## src/rtl/mvb_fork_sel_pkg.sv

```systemverilog
// Shared helpers for mvb_fork_sel: select-bit indexing, item popcount, counter increment width.
package mvb_fork_sel_pkg;

  // Upper bound on ITEMS accepted by popcount(); narrower vectors are zero-extended.
  localparam int MAX_ITEMS = 64;
  localparam int ITEMS_DEF = 4;
  localparam int INC_W_DEF = $clog2(ITEMS_DEF + 1);

  function automatic int sel_bit(input int i, input int p, input int output_ports);
    return i * output_ports + p;
  endfunction

  function automatic int inc_width(input int items);
    return $clog2(items + 1);
  endfunction

  function automatic int popcount(input logic [MAX_ITEMS-1:0] v);
    int n;
    n = 0;
    for (int k = 0; k < MAX_ITEMS; k++) n += int'(v[k]);
    return n;
  endfunction

endpackage

```

## src/rtl/mvb_fork_sel_port.sv

```systemverilog
// One TX port of mvb_fork_sel: item masking, done flag, handshake and optional item counter.
// Optional build macro: MVB_FORK_SEL_STATS_EN adds the delivered-item counter.
module mvb_fork_sel_port
  import mvb_fork_sel_pkg::*;
#(
  parameter int ITEMS       = 4,
  parameter int USE_DST_RDY = 1,
  parameter int CNT_WIDTH   = 32
) (
  input  logic                 i_clk,
  input  logic                 i_rst,
  input  logic                 i_rx_src_rdy,
  input  logic                 i_rx_xfer,
  input  logic [ITEMS-1:0]     i_vld,
  input  logic [ITEMS-1:0]     i_sel,
  input  logic                 i_dst_rdy,
`ifdef MVB_FORK_SEL_STATS_EN
  input  logic                 i_stat_clr,
  output logic [CNT_WIDTH-1:0] o_stat_items,
`endif
  output logic [ITEMS-1:0]     o_vld,
  output logic                 o_src_rdy,
  output logic                 o_sat
);

  logic r_done;
  logic w_need;
  logic w_dst_rdy;
  logic w_hs;

  assign o_vld     = i_vld & i_sel;
  assign w_need    = |o_vld;
  assign w_dst_rdy = (USE_DST_RDY != 0) ? i_dst_rdy : 1'b1;
  assign o_src_rdy = i_rx_src_rdy & w_need & ~r_done & ~i_rst;
  assign w_hs      = o_src_rdy & w_dst_rdy;
  assign o_sat     = ~w_need | r_done | w_hs;

  // NOTE: state uses non-blocking assignments with reset sampled on the clock edge,
  // so every flop sees pre-edge values regardless of always_ff evaluation order.
  always_ff @(posedge i_clk) begin
    if (i_rst)          r_done <= 1'b0;
    else if (i_rx_xfer) r_done <= 1'b0;  // word completion wins over a same-cycle accept
    else if (w_hs)      r_done <= 1'b1;
  end

`ifdef MVB_FORK_SEL_STATS_EN
  localparam int INC_W = inc_width(ITEMS);

  logic [CNT_WIDTH-1:0] r_cnt;
  logic [INC_W-1:0]     w_inc;

  assign w_inc        = INC_W'(popcount(MAX_ITEMS'(o_vld)));
  assign o_stat_items = r_cnt;

  always_ff @(posedge i_clk) begin
    if (i_rst || i_stat_clr) r_cnt <= '0;
    else if (w_hs)           r_cnt <= r_cnt + CNT_WIDTH'(w_inc);
  end
`endif

endmodule

```

## src/rtl/mvb_fork_sel.sv

```systemverilog
// MVB fork with per-item port selection; each RX word is held until every selected port accepts.
// Optional build macro: MVB_FORK_SEL_STATS_EN adds STAT_CLR / STAT_ITEMS per-port item counters.
module mvb_fork_sel
  import mvb_fork_sel_pkg::*;
#(
  parameter int OUTPUT_PORTS = 2,
  parameter int ITEMS        = 4,
  parameter int ITEM_WIDTH   = 8,
  parameter int USE_DST_RDY  = 1,
  parameter int CNT_WIDTH    = 32
) (
  input  logic                                     CLK,
  input  logic                                     RESET,
  input  logic [ITEMS*ITEM_WIDTH-1:0]              RX_DATA,
  input  logic [ITEMS-1:0]                         RX_VLD,
  input  logic [ITEMS*OUTPUT_PORTS-1:0]            RX_SEL,
  input  logic                                     RX_SRC_RDY,
  output logic                                     RX_DST_RDY,
  output logic [OUTPUT_PORTS*ITEMS*ITEM_WIDTH-1:0] TX_DATA,
  output logic [OUTPUT_PORTS*ITEMS-1:0]            TX_VLD,
  output logic [OUTPUT_PORTS-1:0]                  TX_SRC_RDY,
  input  logic [OUTPUT_PORTS-1:0]                  TX_DST_RDY
`ifdef MVB_FORK_SEL_STATS_EN
  ,
  input  logic                                     STAT_CLR,
  output logic [OUTPUT_PORTS*CNT_WIDTH-1:0]        STAT_ITEMS
`endif
);

  logic [OUTPUT_PORTS-1:0] w_sat;
  logic                    w_rx_xfer;

  // An idle bus is always "ready" so stale RX_VLD/RX_SEL never block it.
  assign RX_DST_RDY = ~RESET & (~RX_SRC_RDY | (&w_sat));
  assign w_rx_xfer  = RX_SRC_RDY & RX_DST_RDY;
  assign TX_DATA    = {OUTPUT_PORTS{RX_DATA}};

  for (genvar p = 0; p < OUTPUT_PORTS; p++) begin : g_port
    logic [ITEMS-1:0] w_sel;

    for (genvar i = 0; i < ITEMS; i++) begin : g_item
      assign w_sel[i] = RX_SEL[sel_bit(i, p, OUTPUT_PORTS)];
    end

    mvb_fork_sel_port #(
      .ITEMS       (ITEMS),
      .USE_DST_RDY (USE_DST_RDY),
      .CNT_WIDTH   (CNT_WIDTH)
    ) u_port (
      .i_clk        (CLK),
      .i_rst        (RESET),
      .i_rx_src_rdy (RX_SRC_RDY),
      .i_rx_xfer    (w_rx_xfer),
      .i_vld        (RX_VLD),
      .i_sel        (w_sel),
      .i_dst_rdy    (TX_DST_RDY[p]),
`ifdef MVB_FORK_SEL_STATS_EN
      .i_stat_clr   (STAT_CLR),
      .o_stat_items (STAT_ITEMS[p*CNT_WIDTH +: CNT_WIDTH]),
`endif
      .o_vld        (TX_VLD[p*ITEMS +: ITEMS]),
      .o_src_rdy    (TX_SRC_RDY[p]),
      .o_sat        (w_sat[p])
    );
  end

endmodule

```

## config.mk

```make
export PLATFORM = sky130hd
export DESIGN_NAME = mvb_fork_sel
export DESIGN_NICKNAME = d
export VERILOG_FILES = /design/src/rtl/mvb_fork_sel_pkg.sv /design/src/rtl/mvb_fork_sel_port.sv /design/src/rtl/mvb_fork_sel.sv
export SDC_FILE = /design/constraint.sdc
export NUM_CORES = 1
export LEC_CHECK = 0
export CAP_MARGIN = 20
export CORE_ASPECT_RATIO = 1.75
export CORE_MARGIN = 4
export CORE_UTILIZATION = 22
export DETAILED_ROUTE_END_ITERATION = 10
export PLACE_DENSITY = 0.8
export SYNTH_ARGS = -nofsm -noshare
export SYNTH_HDL_FRONTEND = slang
export SYNTH_SLANG_ARGS = --single-unit
```

## constraint.sdc

```tcl
create_clock -name CLK -period 1.2 [get_ports CLK]
set_input_delay 0.18 -clock CLK [delete_from_list [all_inputs] [get_ports CLK]]
set_output_delay 0.18 -clock CLK [all_outputs]
set_load 0.005 [all_outputs]
```

==> Flow_metrics.wiki <==
{| class="wikitable"
! Metric !! Value
|-
| CP delay by family, top || simple AND/OR/NAND/NOR gates
|-
| Final total negative setup slack || -0.0538 ns
|-
| Clock edge transition at the registers on the reported setup and hold paths || 0.03 ns
|-
| Max-cap check violation count || 0
|-
| Count of antenna diodes in the layout || 0
|-
| CTS tree || built
|-
| Top reg by flops || g_port.u_port.r_done
|-
| Crit path required time || 1.02 ns
|-
| Post-DRT Antenna Nets || 0
|-
| Run status || finished with violations
|-
| Number of global-route vias before repair || 559
|-
| DRC violations left || 0
|-
| Count of different cell masters after synthesis || 14
|-
| Startpoint class of the critical path || flip-flop
|-
| Area added between synthesis and finish || -4.61%
|-
| Share of synthesized cell area in full adder, half adder and majority cells || 0%
|-
| Final Instance Area || 724 um2
|-
| Share of the yosys chip area belonging to registers || 5.27%
|-
| Standard-cell row count || 28
|-
| First-pass GRT wire length || 2510 um
|-
| Critical path buffers and inverters || 1
|-
| Starting density of the core || 22.6%
|-
| Critical Path Slowest Stage Cell || sky130_fd_sc_hd__dfxtp_2
|-
| Most used standard cell by instance count after synthesis || sky130_fd_sc_hd__buf_4
|-
| Synthesized flop and latch total || 2
|-
| CTS Buf Count || 3
|-
| Worst path max stage delay || 0.32 ns
|-
| Lkg Pwr || 0.364 nW
|-
| Share of cell area taken by muxes after synthesis || 0%
|-
| Final core utilization || 21.5%
|-
| Cell count after synthesis || 99
|-
| Proportion of layout cells with a drive suffix above 1 || 47.9%
|-
| DRT Pass-1 Iters || 2
|-
| Final Net Count || 124
|-
| Die height || 85.7 um
|-
| Worst IR drop on VDD || 0.000292 V
|-
| Number of vias in the routed layout || 469
|-
| Num ports || 124
|-
| Count of synthesis-stage warnings from yosys || 0
|-
| Crit Path Max Fanout || 3
|-
| Final slew viol count || 0
|-
| Violated checks || negative setup slack
|-
| WL per Instance || 14.4 um
|-
| Flip-flop cell with the highest count after synthesis || sky130_fd_sc_hd__dfxtp_1
|-
| Count of flip-flops with a built-in enable after synthesis || 0
|-
| Die Outline Area || 4490 um2
|-
| Buffers added on ports || 27
|-
| Final setup violating endpoints || 1
|-
| Clock root cell || sky130_fd_sc_hd__clkbuf_8
|-
| HP Class || input pin to primary output
|-
| Pin count of the biggest net entering global routing || 5
|-
| Share of synthesized flip-flops with an asynchronous set or reset || 0%
|-
| First DRT Iteration DRCs || 5
|-
| Final min period || 1.25 ns
|-
| Area of the mapped netlist || 759 um2
|-
| Worst Tran Pin Value || 0.216 ns
|-
| CTS H-tree depth || 1
|-
| Wire length reported by the detailed router || 1690 um
|-
| Floorplan die width || 52.4 um
|-
| Met1 GRT Util || 5.46%
|-
| Met3 usage || 2.09%
|-
| Max Freq || 798 MHz
|-
| GR Layer Usage met2 || 11.2%
|-
| Setup CP Type || flip-flop to primary output
|-
| Registers with the most flip-flops || g_port.u_port.r_done (2)
|-
| XOR/XNOR share of the synthesized area || 0%
|-
| Data arrival time of the critical path || 1.07 ns
|-
| Count of hold-fix buffers inserted at cts || 0
|-
| Worst skew pair latency || 0.22 ns
|-
| Min Hold Slack || 0.360 ns
|-
| Leading cell types by total area after synthesis || sky130_fd_sc_hd__buf_4, sky130_fd_sc_hd__and2_1, sky130_fd_sc_hd__a22o_2, sky130_fd_sc_hd__dfxtp_1, sky130_fd_sc_hd__a221oi_2
|-
| Total count of hold-check failures in the final report || 0
|-
| Share of synthesized cell area in and, or, nand and nor gates || 12.4%
|-
| Slew HR || 85.5%
|-
| Final weighted congestion in routability-driven placement || 0.707
|-
| Final clock skew || 0.00541 ns
|-
| Area of placed instances || 658 um2
|-
| Library cell occupying the most area in the post-synthesis netlist || sky130_fd_sc_hd__buf_4
|-
| Net count after synthesis || 148
|-
| Pwr dens || 769 nW/um2
|-
| Flip-flop count of the largest register after layout || 2
|-
| Final critical-path setup slack || -0.0538 ns
|-
| Total power || 0.557 mW
|-
| Dominant combinational cell family by area after synthesis || buffers and inverters
|-
| Number of sinks handled by clock tree synthesis || 2
|-
| Cells traversed along the worst timing path || nor3b_2, o21ai_2, and3b_1, buf_2
|-
| Initial antenna violation count || 0
|-
| Detailed-route vias per instance || 3.97
|-
| Placeable core region || 3360 um2
|-
| Post-Synthesis Mean Instance Area || 7.67 um2
|-
| Clock tree buffer depth || 2
|-
| Area share of the leading cell type in the synthesized netlist || 65.2%
|-
| Congestion Overflow GR || 0
|-
| Total routing usage reported by global routing || 7.88%
|-
| Post-synthesis compound-gate area fraction || 16.1%
|-
| Unrepaired setup endpoints after global routing || yes
|-
| Most crowded layer after global routing || met4
|-
| Most frequent cells after synthesis || sky130_fd_sc_hd__buf_4, sky130_fd_sc_hd__and2_1, sky130_fd_sc_hd__a22o_2, sky130_fd_sc_hd__nor2_1, sky130_fd_sc_hd__o21ai_1
|-
| Part of the cycle the worst path needs || 104%
|-
| Type of destination of the critical path || primary output
|-
| Post-detailed-placement half-perimeter wirelength || 1360 um
|}
-- layout by cell type, fill, tap and decap left out, drive strengths merged --
cell type	count
a221oi	2
dlygate4sd2	9
and2	8
and3b	1
clkdlybuf4s50	1
or2b	1
dlymetal6s2s	4
dfxtp	2
a22o	4
clkbuf	3
buf	16
o21ai	5
nor2	4
clkdlybuf4s15	7
inv	2
o211ai	3
nor3b	1
-- where the power goes --
group	switching [mW]	total [mW]	leakage, nW	internal [mW]
combinational	0.0812	0.202	0.326	0.120
sequential	0.00261	0.0734	0.0168	0.0708
clock	0.0687	0.282	0.0216	0.214
total	0.152	0.557	0.364	0.405
-- per-stage QoR --
| stage | std cells | setup slack (ns) |
|---|---|---|
| final | 118 | -0.0538 |
| after global routing | 118 | -0.0931 |
| after CTS | 118 | -0.0529 |
| after detailed placement | 114 | -0.726 |
| after global placement | 114 | -0.720 |
| after floorplan | 99 | 0.243 |
-- layer usage --
layer | part of all wire [%] | vias up
met5 | 0 | -
met4 | 17 | 0
met3 | 16 | 40
met2 | 44 | 32
met1 | 22 | 192
li1 | - | 205
-- final cells by class --
class / instances / area [um2]
Multi-Input combinational cell: 29 / 260
Tap cell: 45 / 56.3
Clock buffer: 3 / 41.3
Timing Repair Buffer: 37 / 318
Sequential cell: 2 / 41.3
Fill cell: 400 / 2640
Inverter: 2 / 7.51
-- worst register-to-register path: stages, from the launching register on --
cell and delay [ns]:
sky130_fd_sc_hd__dfxtp_1 0.30, sky130_fd_sc_hd__nor2_2 0.12, sky130_fd_sc_hd__o21ai_1 0.10, sky130_fd_sc_hd__a221oi_2 0.26
-- path summary, 6_finish.rpt --
path / from / endpoint / slack (ns) / cells after the start
max reg2reg: g_port[1].u_port.r_done / g_port[0].u_port.r_done / 0.34 / 3
min: RX_DATA[10] / TX_DATA[10] / 0.36 / 0
min reg2reg: g_port[1].u_port.r_done / g_port[0].u_port.r_done / 0.58 / 3
max: g_port[0].u_port.r_done / RX_DST_RDY / -0.05 / 4
-- repair_timing --
| action | in CTS | in global routing |
|---|---|---|
| pin swaps | 9 | 0 |
| gates resized for setup | 61 | 4 |
| buffers inserted | 1 | 0 |
| endpoints found under the hold margin | 0 | 0 |
| setup endpoints to repair | 13 | 5 |
-- kinds of logic after synthesis --
family                 after synthesis
buffers and inverters               68
flip-flops                           2
AO/OA/AOI/OAI                       14
AND/OR/NAND/NOR                     15
Power figures use the tool's default switching activity.
==> patch: new RTL, same flow settings <==
Set the parameter `OUTPUT_PORTS` to 4 (it was 2).
--- a/src/rtl/mvb_fork_sel.sv
+++ b/src/rtl/mvb_fork_sel.sv
@@ -3,7 +3,7 @@
 module mvb_fork_sel
   import mvb_fork_sel_pkg::*;
 #(
-  parameter int OUTPUT_PORTS = 2,
+  parameter int OUTPUT_PORTS = 4,
   parameter int ITEMS        = 4,
   parameter int ITEM_WIDTH   = 8,
   parameter int USE_DST_RDY  = 1,
Interface: changed (5 resized); port bits go from 124 to 208. No check against the original RTL was run, so the function may have changed too.
==> patch against the unedited design <==
The flow still finishes with violations (setup timing); setup slack worse by 0.41 ns; design area grew 80%; routed wire length is 150% higher; sequential cell count is 2 higher; clock skew decreased by 0.0028 ns; total power grew 52%; non-clock buffer count grew 39; synthesized area rose by 89%; sequential power is 98% higher; highest routed layer unchanged.
==> patch: results (changes against the unedited design) <==
number of I/O port buffers - 47 (+74%)
Lkg Pwr - 0.626 nW (+72%)
leading post-synthesis cells by cell area - buf_4 (69%), and2_1 (7.0%), dfxtp_1 (5.6%), a211oi_1 (4.2%), a221oi_2 (4.2%)
root buffer cell - clkbuf_8
Max Cap Viol - 0 (unchanged)
synth warn - 0 (unchanged)
Max clock buf depth - 2 (unchanged)
dpl cell area - 0.00115 mm^2 (+74%)
H-tree Lvls - 1 (unchanged)
Yosys top cell area share - 0.690 (+0.0375)
initial antenna violation count - 0 (unchanged)
crit path DAT - 1.49 ns (+0.42 ns)
sw frac - 0.297 (+0.0236)
asr flop ratio synth - 0 (unchanged)
Distinct cells, synth - 13 (-1)
largest net degree at the start of global routing - 7 (+2)
Detailed Place HPWL - 3600 um (+170%)
Setup WS pre-CTS - -1.52 ns (-0.791 ns)
top flop regs - g_port.u_port.r_done x4
drt first-iter violations - 19 (+14)
1st-pass router iterations - 4 (+2)
CTS Buf Count - 3 (unchanged)
failing checks - setup timing
VDD IR max - 214 uV (-27%)
share of cells above drive strength 1 - 0.633 (+0.153)
worst setup margin - -0.466 ns (-0.412 ns)
ys flop type - dfxtp_1
Pins Over Slew Limit - 0 (unchanged)
Setup Skew - 0.00265 ns (-0.00276 ns)
first-pass GRT wire length - 5790 um (+130%)
vias in the first global route - 911 (+63%)
later-pin clock latency in the skew report - 0.22 ns (about the same)
vias - 845 (+80%)
nets - 189 (+52%)
final setup violating endpoints - 6 (+5)
Worst-path clk slew - 0.03 ns (about the same)
Total Routing Usage GR - 0.101 (+0.0222)
Seq/Total Area, Yosys - 0.0557 (+0.00303)
Slew HR - 0.817 (-0.0383)
syn_nets - 240 (+62%)
Worst Path Max Fanout - 4 (+1)
Hold WC Path Type - in -> reg
Ant. Diodes - 0 (unchanged)
global placement routability congestion - 0.749 (+5.9%)
status - complete, but fails checks
final WL - 4210 um (+150%)
synth cell count leaders - buf_4 (132), and2_1 (16), a211oi_1 (8)
## patch: cell count changes after synthesis, moves of 3 or more
cell and delta:
and2_1 +8, buf_4 +66, nor2_1 -4, a22o_2 -4, o21ai_1 -3, a211oi_1 +8
a22oi_1 +5, a21oi_1 +5
## patch: cell families after synthesis
| family | after synthesis | synth area share |
|---|---|---|
| flops | 4 | 0.0558 |
| compound gates | 25 | 0.159 |
| buf+inv | 132 | 0.690 |
| simple gates | 20 | 0.0950 |
## patch: final timing paths
| kind | end | slack [ns] | depth (start not counted) | start |
|---|---|---|---|---|
| worst min register to register | g_port[3].u_port.r_done$_SDFFE_PP0P_ | 0.68 | 3 | g_port[3].u_port.r_done$_SDFFE_PP0P_ |
| worst max register to register | g_port[0].u_port.r_done$_SDFFE_PP0P_ | 0.02 | 5 | g_port[2].u_port.r_done$_SDFFE_PP0P_ |
| worst max-delay path | RX_DST_RDY | -0.47 | 6 | RESET |
| worst min-delay path | g_port[3].u_port.r_done$_SDFFE_PP0P_ | 0.21 | 3 | RESET |
## patch: final cells by class
class	instances	area (um^2)
Sequential cell	4	81.3
Clock buffer	3	41.3
Tap cell	80	100
Multi-Input combinational cell	45	457
Fill cell	704	4970
Timing Repair Buffer	76	623
## patch: repair_timing
item | in CTS | in global routing
buffers inserted | 3 | 9
pin swaps | 17 | 14
setup endpoints to repair | 25 | 13
gates resized for setup | 109 | 37
## patch: per-stage QoR
step | TNS, ns | std cells
2_1_floorplan | -0.161 | 181
3_3_place_gp | -16.93 | 193
3_5_place_dp | -17.15 | 193
4_1_cts | -2.31 | 199
5_1_grt | -1.12 | 208
6_report | -0.654 | 208
## patch: power groups by stage
| stage | Clock (W) | Sequential (W) | Combinational [W] |
|---|---|---|---|
| 6_report | 0.000293 | 0.000145 | 0.000410 |
| 5_1_grt | 0.000307 | 0.000146 | 0.000439 |
| 4_1_cts | 0.000306 | 0.000145 | 0.000373 |
| 3_5_place_dp | 0 | 0.000147 | 0.000375 |
| 3_3_place_gp | 0 | 0.000147 | 0.000370 |
| 2_1_floorplan | 0 | 0.000147 | 0.000462 |
## patch: critical path, stage by stage
cell	delay, ns
buf_6	0.09
and2b_4	0.29
a221oi_2	0.08
or4_4	0.56
a21oi_4	0.15
buf_2	0.13
## patch: routing by layer
metal | GRT usage | up-vias | part of all wire
met1 | 0.0478 | 348 | 0.18
met3 | 0.0822 | 60 | 0.21
met5 | 0 | - | 0
li1 | - | 362 | -
met4 | 0.132 | 0 | 0.12
met2 | 0.175 | 75 | 0.50
